[src/rtl/lru_2way.sv]
// Pseudo-LRU replacement tracker for a 2-way set-associative cache.
// Optional per-way hit counters are enabled by defining LRU_HIT_CNT_EN.
module lru_2way #(
  parameter int unsigned NUM_SETS = 4,
  parameter int unsigned INDEX_W  = 2,
  parameter int unsigned CNT_W    = 16
) (
  input  logic               clk,
  input  logic               rst,
  input  logic [INDEX_W-1:0] index,
  input  logic               update_en,
  input  logic               hit0,
  input  logic               hit1,
`ifdef LRU_HIT_CNT_EN
  output logic [CNT_W-1:0]   hit0_cnt,
  output logic [CNT_W-1:0]   hit1_cnt,
`endif
  output logic               victim_way
);

  if (NUM_SETS != (1 << INDEX_W)) begin : g_param_chk
    $error("lru_2way: NUM_SETS must equal 2**INDEX_W");
  end

  logic [NUM_SETS-1:0] lru_q;
  logic [NUM_SETS-1:0] lru_d;
  logic                upd0;
  logic                upd1;

  // Simultaneous hits to both ways are illegal and ignored.
  assign upd0 = update_en & hit0 & ~hit1;
  assign upd1 = update_en & hit1 & ~hit0;

  // Each bit names the victim way; touching a way makes the other the victim.
  always_comb begin
    lru_d = lru_q;
    if (upd0) begin
      lru_d[index] = 1'b1;
    end else if (upd1) begin
      lru_d[index] = 1'b0;
    end
  end

  always_ff @(posedge clk) begin
    if (!rst) begin
      lru_q <= '0;
    end else begin
      lru_q <= lru_d;
    end
  end

  assign victim_way = lru_q[index];

`ifdef LRU_HIT_CNT_EN
  logic [CNT_W-1:0] cnt0_q;
  logic [CNT_W-1:0] cnt0_d;
  logic [CNT_W-1:0] cnt1_q;
  logic [CNT_W-1:0] cnt1_d;

  // Saturating counters of accepted updates per way.
  always_comb begin
    cnt0_d = cnt0_q;
    cnt1_d = cnt1_q;
    if (upd0 && (cnt0_q != {CNT_W{1'b1}})) begin
      cnt0_d = cnt0_q + CNT_W'(1);
    end
    if (upd1 && (cnt1_q != {CNT_W{1'b1}})) begin
      cnt1_d = cnt1_q + CNT_W'(1);
    end
  end

  always_ff @(posedge clk) begin
    if (!rst) begin
      cnt0_q <= '0;
      cnt1_q <= '0;
    end else begin
      cnt0_q <= cnt0_d;
      cnt1_q <= cnt1_d;
    end
  end

  assign hit0_cnt = cnt0_q;
  assign hit1_cnt = cnt1_q;
`endif

endmodule

[config.mk]
export PLATFORM = sky130hd
export DESIGN_NAME = lru_2way
export DESIGN_NICKNAME = d
export VERILOG_FILES = /design/src/rtl/lru_2way.sv
export SDC_FILE = /design/constraint.sdc
export NUM_CORES = 1
export LEC_CHECK = 0
export CORE_AREA = 3 3 40 42
export CTS_CLUSTER_DIAMETER = 60
export CTS_CLUSTER_SIZE = 24
export DETAILED_ROUTE_END_ITERATION = 7
export DIE_AREA = 0 0 43 45
export PLACE_DENSITY_LB_ADDON = 0.25
export SYNTH_ARGS = -nofsm -noshare
export SYNTH_HDL_FRONTEND = slang
export SYNTH_SLANG_ARGS = --single-unit
[constraint.sdc]
create_clock -name clk -period 2.5 [get_ports clk]
set_clock_uncertainty 0.05 [all_clocks]
set_input_delay 0.375 -clock clk [delete_from_list [all_inputs] [get_ports clk]]
set_output_delay 0.375 -clock clk [all_outputs]
set_load 0.02 [all_outputs]
==> run_results.csv, run 1 <==
group,metric,value,unit
sta,rsz0062_at_grt,"false",
setup_path,cp.arrival,1.93,ns
run,maxCapViolations,0,
power_and_ir_drop,leakagePower,0.1111,nW
sta,finalHoldViolations,0,
drt,ant_nets,0,
placed_design,io_buffers,7,
synth,syn_inst,22,
drt,wl_per_cell,12.19,um
sta,relSlewSlack,78.44,%
setup_path,cp_max_fo,2,
setup_path,worstSetupStartpointType,"input port",
worst_hold_path,whs_path_depth,2,
sta,finalCriticalPeriod,2.353,ns
floorplan,start_util,16.85,%
placed_design,place_congestion,0.7063,
sta,setup_violations,0,
placed_design,place_inst,45,
placed_design,dp_hpwl,484,um
clock_tree,cts_root_buf,"clkbuf_4",
setup_path,worstSetupPathType,"in -> out",
drt,vias,244,
grt,grt_usage,7.095,%
setup_path,r2r_cells,2,
clock_tree,clk_latency,0.23,ns
sta,fmax,425.0,MHz
cells_and_area,area_growth,54.91,%
sta,fin_crit_sh,94.12,%
clock_tree,cts.repair.resized,0,
power_and_ir_drop,cellPowerDensity,526.8,nW/um2
synth,syn_nets,29,
grt,grt_pass1_wl,979,um
setup_path,r2r_slack,1.75,ns
drt,drc,0,
power_and_ir_drop,vdd_drop_max,0.3283,mV
cells_and_area,drive_gt1_share,18.18,%
cells_and_area,fillCellCount,144,
synth,yosys_register_bits,4,
floorplan,dieArea,1935,um2
cells_and_area,antenna_cells,0,
floorplan,fp.dieH,45,um
drt,via_per_inst,5.083,
clock_tree,cts-buffers-inserted,3,
drt,drtPass1Iterations,4,
floorplan,rows,13,
grt,grt_overflow,0,
synth,yosysWarnings,0,
floorplan,io-pin-count,8,
setup_path,end_kind,"primary output",
clock_tree,cts_tree,"done",
cells_and_area,stdcell_count,48,
clock_tree,cts_max_level,1,
clock_tree,cts_buffer_depth,2,
drt,drt_wl_total,585,um
synth,ys_seq_area_share,36.99,%
floorplan,fp.dieW,43,um
grt,grt_pass1_vias,241,
synth,ys_types,10,
clock_tree,clk_pin_slew,0.03,ns
sta,fin_setup_tns,0,ns
setup_path,cp.required,2.08,ns
grt,antenna_found_initial,0,
clock_tree,postCtsHoldBufs,0,
cells_and_area,fin_nets,42,
sta,tightest_slew,0.3193,ns
synth,avgSynthCellArea,9.839,um2
floorplan,core_area,1285,um2
sta,drv_slew,0,
drt,drt_iter0_drc,4,
outcome,status,"complete, no violations",
clock_tree,cts_num_sinks,4,
grt,grt_start_max_net_pins,9,
worst_hold_path,min_path_type,"reg -> reg",
synth,syn_area,216.5,um2
clock_tree,cts_setup_buffers,0,
==> cell usage in the layout, fill, tap and decap left out <==
cell	synthesis	routed
o21ai_1	4	4
mux4_2	1	1
nand2_1	1	1
nand2b_1	2	2
inv_1	1	1
inv_2	1	1
clkbuf_4	0	3
o311ai_1	2	2
buf_4	0	1
o311ai_0	2	2
dfxtp_1	4	4
a41oi_1	4	4
clkdlybuf4s50_1	0	7
==> routing by layer <==
layer / global-route usage [%] / up-vias / part of all wire, %
met5: 0 / - / 0
met4: 0 / 0 / 0
met3: 7.171 / 0 / 9.1
met2: 11.38 / 6 / 46
met1: 7.039 / 119 / 44
li1: - / 119 / -
==> cells in the mapped netlist <==
cell      count  area [um2]
o311ai_1      2       17.52
nand2b_1      2       12.51
a41oi_1       4       35.03
mux4_2        1       22.52
nand2_1       1       3.750
dfxtp_1       4       80.08
inv_1         1       3.750
o21ai_1       4       20.02
inv_2         1       3.750
o311ai_0      2       17.52
==> layout make-up <==
| class | instances | area (um2) | area share [%] |
|---|---|---|---|
| multi-input combinational | 16 | 128.9 | 38.43 |
| sequential | 4 | 80.08 | 23.88 |
| timing repair buffer | 8 | 77.57 | 23.13 |
| clock buffer | 3 | 22.52 | 6.716 |
| tap | 15 | 18.77 | 5.597 |
| inverter | 2 | 7.507 | 2.239 |
==> power by group <==
group	switching [mW]	internal, mW
logic	0.0144	0.0170
clock network	0.0223	0.0534
registers	0.00220	0.0673
==> worst max-delay path by stage <==
stage                     startpoint         end  slack, ns  cells past startpoint
after floorplan             index[1]  victim_way       1.15                      1
after global placement      index[1]  victim_way       0.14                      3
after detailed placement    index[1]  victim_way       0.14                      3
after CTS                   index[1]  victim_way       0.14                      3
after global routing        index[1]  victim_way       0.10                      3
final                       index[1]  victim_way       0.15                      3
==> logic make-up after synthesis <==
family                 Yosys count  synth area share [%]
AO/OA/AOI/OAI                   12                 41.62
flip-flops                       4                 37.00
AND/OR/NAND/NOR                  3                 7.512
buffers and inverters            2                 3.465
multiplexers                     1                 10.40
==> critical path: stages <==
cell and delay, ns:
clkdlybuf4s50_1 0.51, mux4_2 0.50, clkdlybuf4s50_1 0.55
==> stage by stage <==
| step | hold slack [ns] | total power, mW | setup WS, ns | util, % | cell area (um2) |
|---|---|---|---|---|---|
| 6_report | 0.4482 | 0.1766 | 0.1471 | 26.10 | 335.3 |
| 5_1_grt | 0.4752 | 0.1893 | 0.1001 | 26.10 | 335.3 |
| 4_1_cts | 0.4518 | 0.1819 | 0.1354 | 26.10 | 335.3 |
| 3_5_place_dp | 0.4453 | 0.1018 | 0.1354 | 24.34 | 312.8 |
| 3_3_place_gp | 0.4447 | 0.1006 | 0.1402 | 24.34 | 312.8 |
| 2_1_floorplan | 0.4083 | 0.08114 | 1.154 | - | 216.5 |
(Power assumes the default switching activity.)
==> inputs of run 2 (changes only) <==
--- a/config.mk
+++ b/config.mk
@@ -10,6 +10,7 @@
 export CTS_CLUSTER_SIZE = 24
 export DETAILED_ROUTE_END_ITERATION = 7
 export DIE_AREA = 0 0 43 45
+export GPL_ROUTABILITY_DRIVEN = 1
 export PLACE_DENSITY_LB_ADDON = 0.25
 export SYNTH_ARGS = -nofsm -noshare
 export SYNTH_HDL_FRONTEND = slang
==> results of run 2 <==
Final layout, timing and power as in run 1 (identical DEF).
==> inputs of run 3 (changes only) <==
--- a/config.mk
+++ b/config.mk
@@ -10,8 +10,9 @@
 export CTS_CLUSTER_SIZE = 24
 export DETAILED_ROUTE_END_ITERATION = 7
 export DIE_AREA = 0 0 43 45
-export GPL_ROUTABILITY_DRIVEN = 1
+export GPL_ROUTABILITY_DRIVEN = 0
 export PLACE_DENSITY_LB_ADDON = 0.25
+export SETUP_SLACK_MARGIN = 0.4
 export SYNTH_ARGS = -nofsm -noshare
 export SYNTH_HDL_FRONTEND = slang
 export SYNTH_SLANG_ARGS = --single-unit
==> run_results.csv, run 3 (same netlist as run 1, synthesis figures left out) <==
group,metric,value,unit
setup_path,worstSetupPathType,"in -> out",
clock_tree,clk_latency,0.23,ns
sta,fin_setup_tns,0,ns
floorplan,fp.dieH,45,um
floorplan,fp.dieW,43,um
drt,drt_iter0_drc,4,
grt,grt_overflow,0,
setup_path,cp.arrival,1.54,ns
power_and_ir_drop,cellPowerDensity,530.5,nW/um2
run,maxCapViolations,0,
sta,finalHoldViolations,0,
power_and_ir_drop,leakagePower,0.1131,nW
worst_hold_path,min_path_type,"reg -> reg",
setup_path,cp_max_fo,2,
grt,grt_pass1_vias,241,
setup_path,worstSetupStartpointType,"input port",
floorplan,start_util,16.85,%
placed_design,io_buffers,7,
cells_and_area,multi_input_comb_area,128.9,um2
grt,antenna_found_initial,0,
power_and_ir_drop,vdd_drop_max,0.3280,mV
sta,fmax,507.8,MHz
outcome,status,"complete, no violations",
clock_tree,cts.repair.resized,3,
drt,drt_wl_total,593,um
floorplan,io-pin-count,8,
cells_and_area,drive_gt1_share,21.21,%
clock_tree,cts_setup_buffers,0,
floorplan,dieArea,1935,um2
grt,grt_usage,7.095,%
clock_tree,cts-buffers-inserted,3,
clock_tree,clk_pin_slew,0.03,ns
clock_tree,cts_buffer_depth,2,
clock_tree,cts_tree,"done",
setup_path,cp.required,2.08,ns
cells_and_area,fillCellCount,146,
clock_tree,postCtsHoldBufs,0,
drt,drtPass1Iterations,4,
grt,grt_start_max_net_pins,9,
cells_and_area,fin_nets,42,
drt,drc,0,
drt,ant_nets,0,
sta,rsz0062_at_grt,"false",
sta,relSlewSlack,78.32,%
drt,vias,248,
grt,grt_pass1_wl,979,um
clock_tree,cts_max_level,1,
cells_and_area,antenna_cells,0,
sta,finalCriticalPeriod,1.969,ns
clock_tree,cts_root_buf,"clkbuf_4",
power_and_ir_drop,fin_total_pwr,0.1752,mW
cells_and_area,area_growth,52.60,%
setup_path,end_kind,"primary output",
cells_and_area,final-seq-area,80.08,um2
floorplan,rows,13,
drt,via_per_inst,5.167,
drt,wl_per_cell,12.35,um
floorplan,core_area,1285,um2
cells_and_area,final_cell_mix,"clkdlybuf4s50_1 (6), a41oi_1 (4), o21ai_1 (4), dfxtp_1 (4), clkbuf_4 (3)",
sta,setup_violations,0,
placed_design,dp_hpwl,484,um
clock_tree,cts_num_sinks,4,
cells_and_area,fin_util,25.71,%
sta,tightest_slew,0.3211,ns
cells_and_area,mostFrequentLayoutCell,"clkdlybuf4s50_1",
sta,drv_slew,0,
sta,fin_crit_sh,78.78,%
==> run 3: power breakdown <==
part | switching (mW) | internal [mW]
combinational | 0.0144 | 0.0162
sequential | 0.00219 | 0.0673
clock | 0.0218 | 0.0534
total | 0.0384 | 0.137
==> run 3: layer usage <==
metal  up-vias  wire length, um  track usage (%)
met4         0                0                0
met5         -                0                0
met1       119              259            7.039
met3         0               59            7.171
li1        119                -                -
met2        10              273            11.38
==> run 3: layout make-up <==
class                   count  share of cell area (%)
inverters                   2                   2.273
repair buffers              8                   21.97
multi-input cells          16                   39.02
well taps                  15                   5.682
flip-flops and latches      4                   24.24
clock buffers               3                   6.818
==> run 3: path summary, 6_finish.rpt <==
kind | slack, ns | from | end | cells past startpoint
hold reg to reg | 0.45 | register | register | 2
setup reg to reg | 1.75 | register | register | 2
setup / recovery | 0.53 | index[1] | victim_way | 3
hold / removal | 0.45 | register | register | 2
==> run 3: worst max-delay path, stage by stage <==
cell and delay [ns]:
clkdlybuf4s50_1 0.51, mux4_2 0.49, buf_2 0.17
==> run 3: per-stage QoR <==
stage	cells	worst slack, ns	hold slack (ns)	area, um2
after global routing	48	0.4890	0.4752	330.3
after detailed placement	45	0.1354	0.4453	312.8
after floorplan	22	1.154	0.4083	216.5
after CTS	48	0.4236	0.4518	336.6
after global placement	45	0.1402	0.4447	312.8
final	48	0.5306	0.4487	330.3
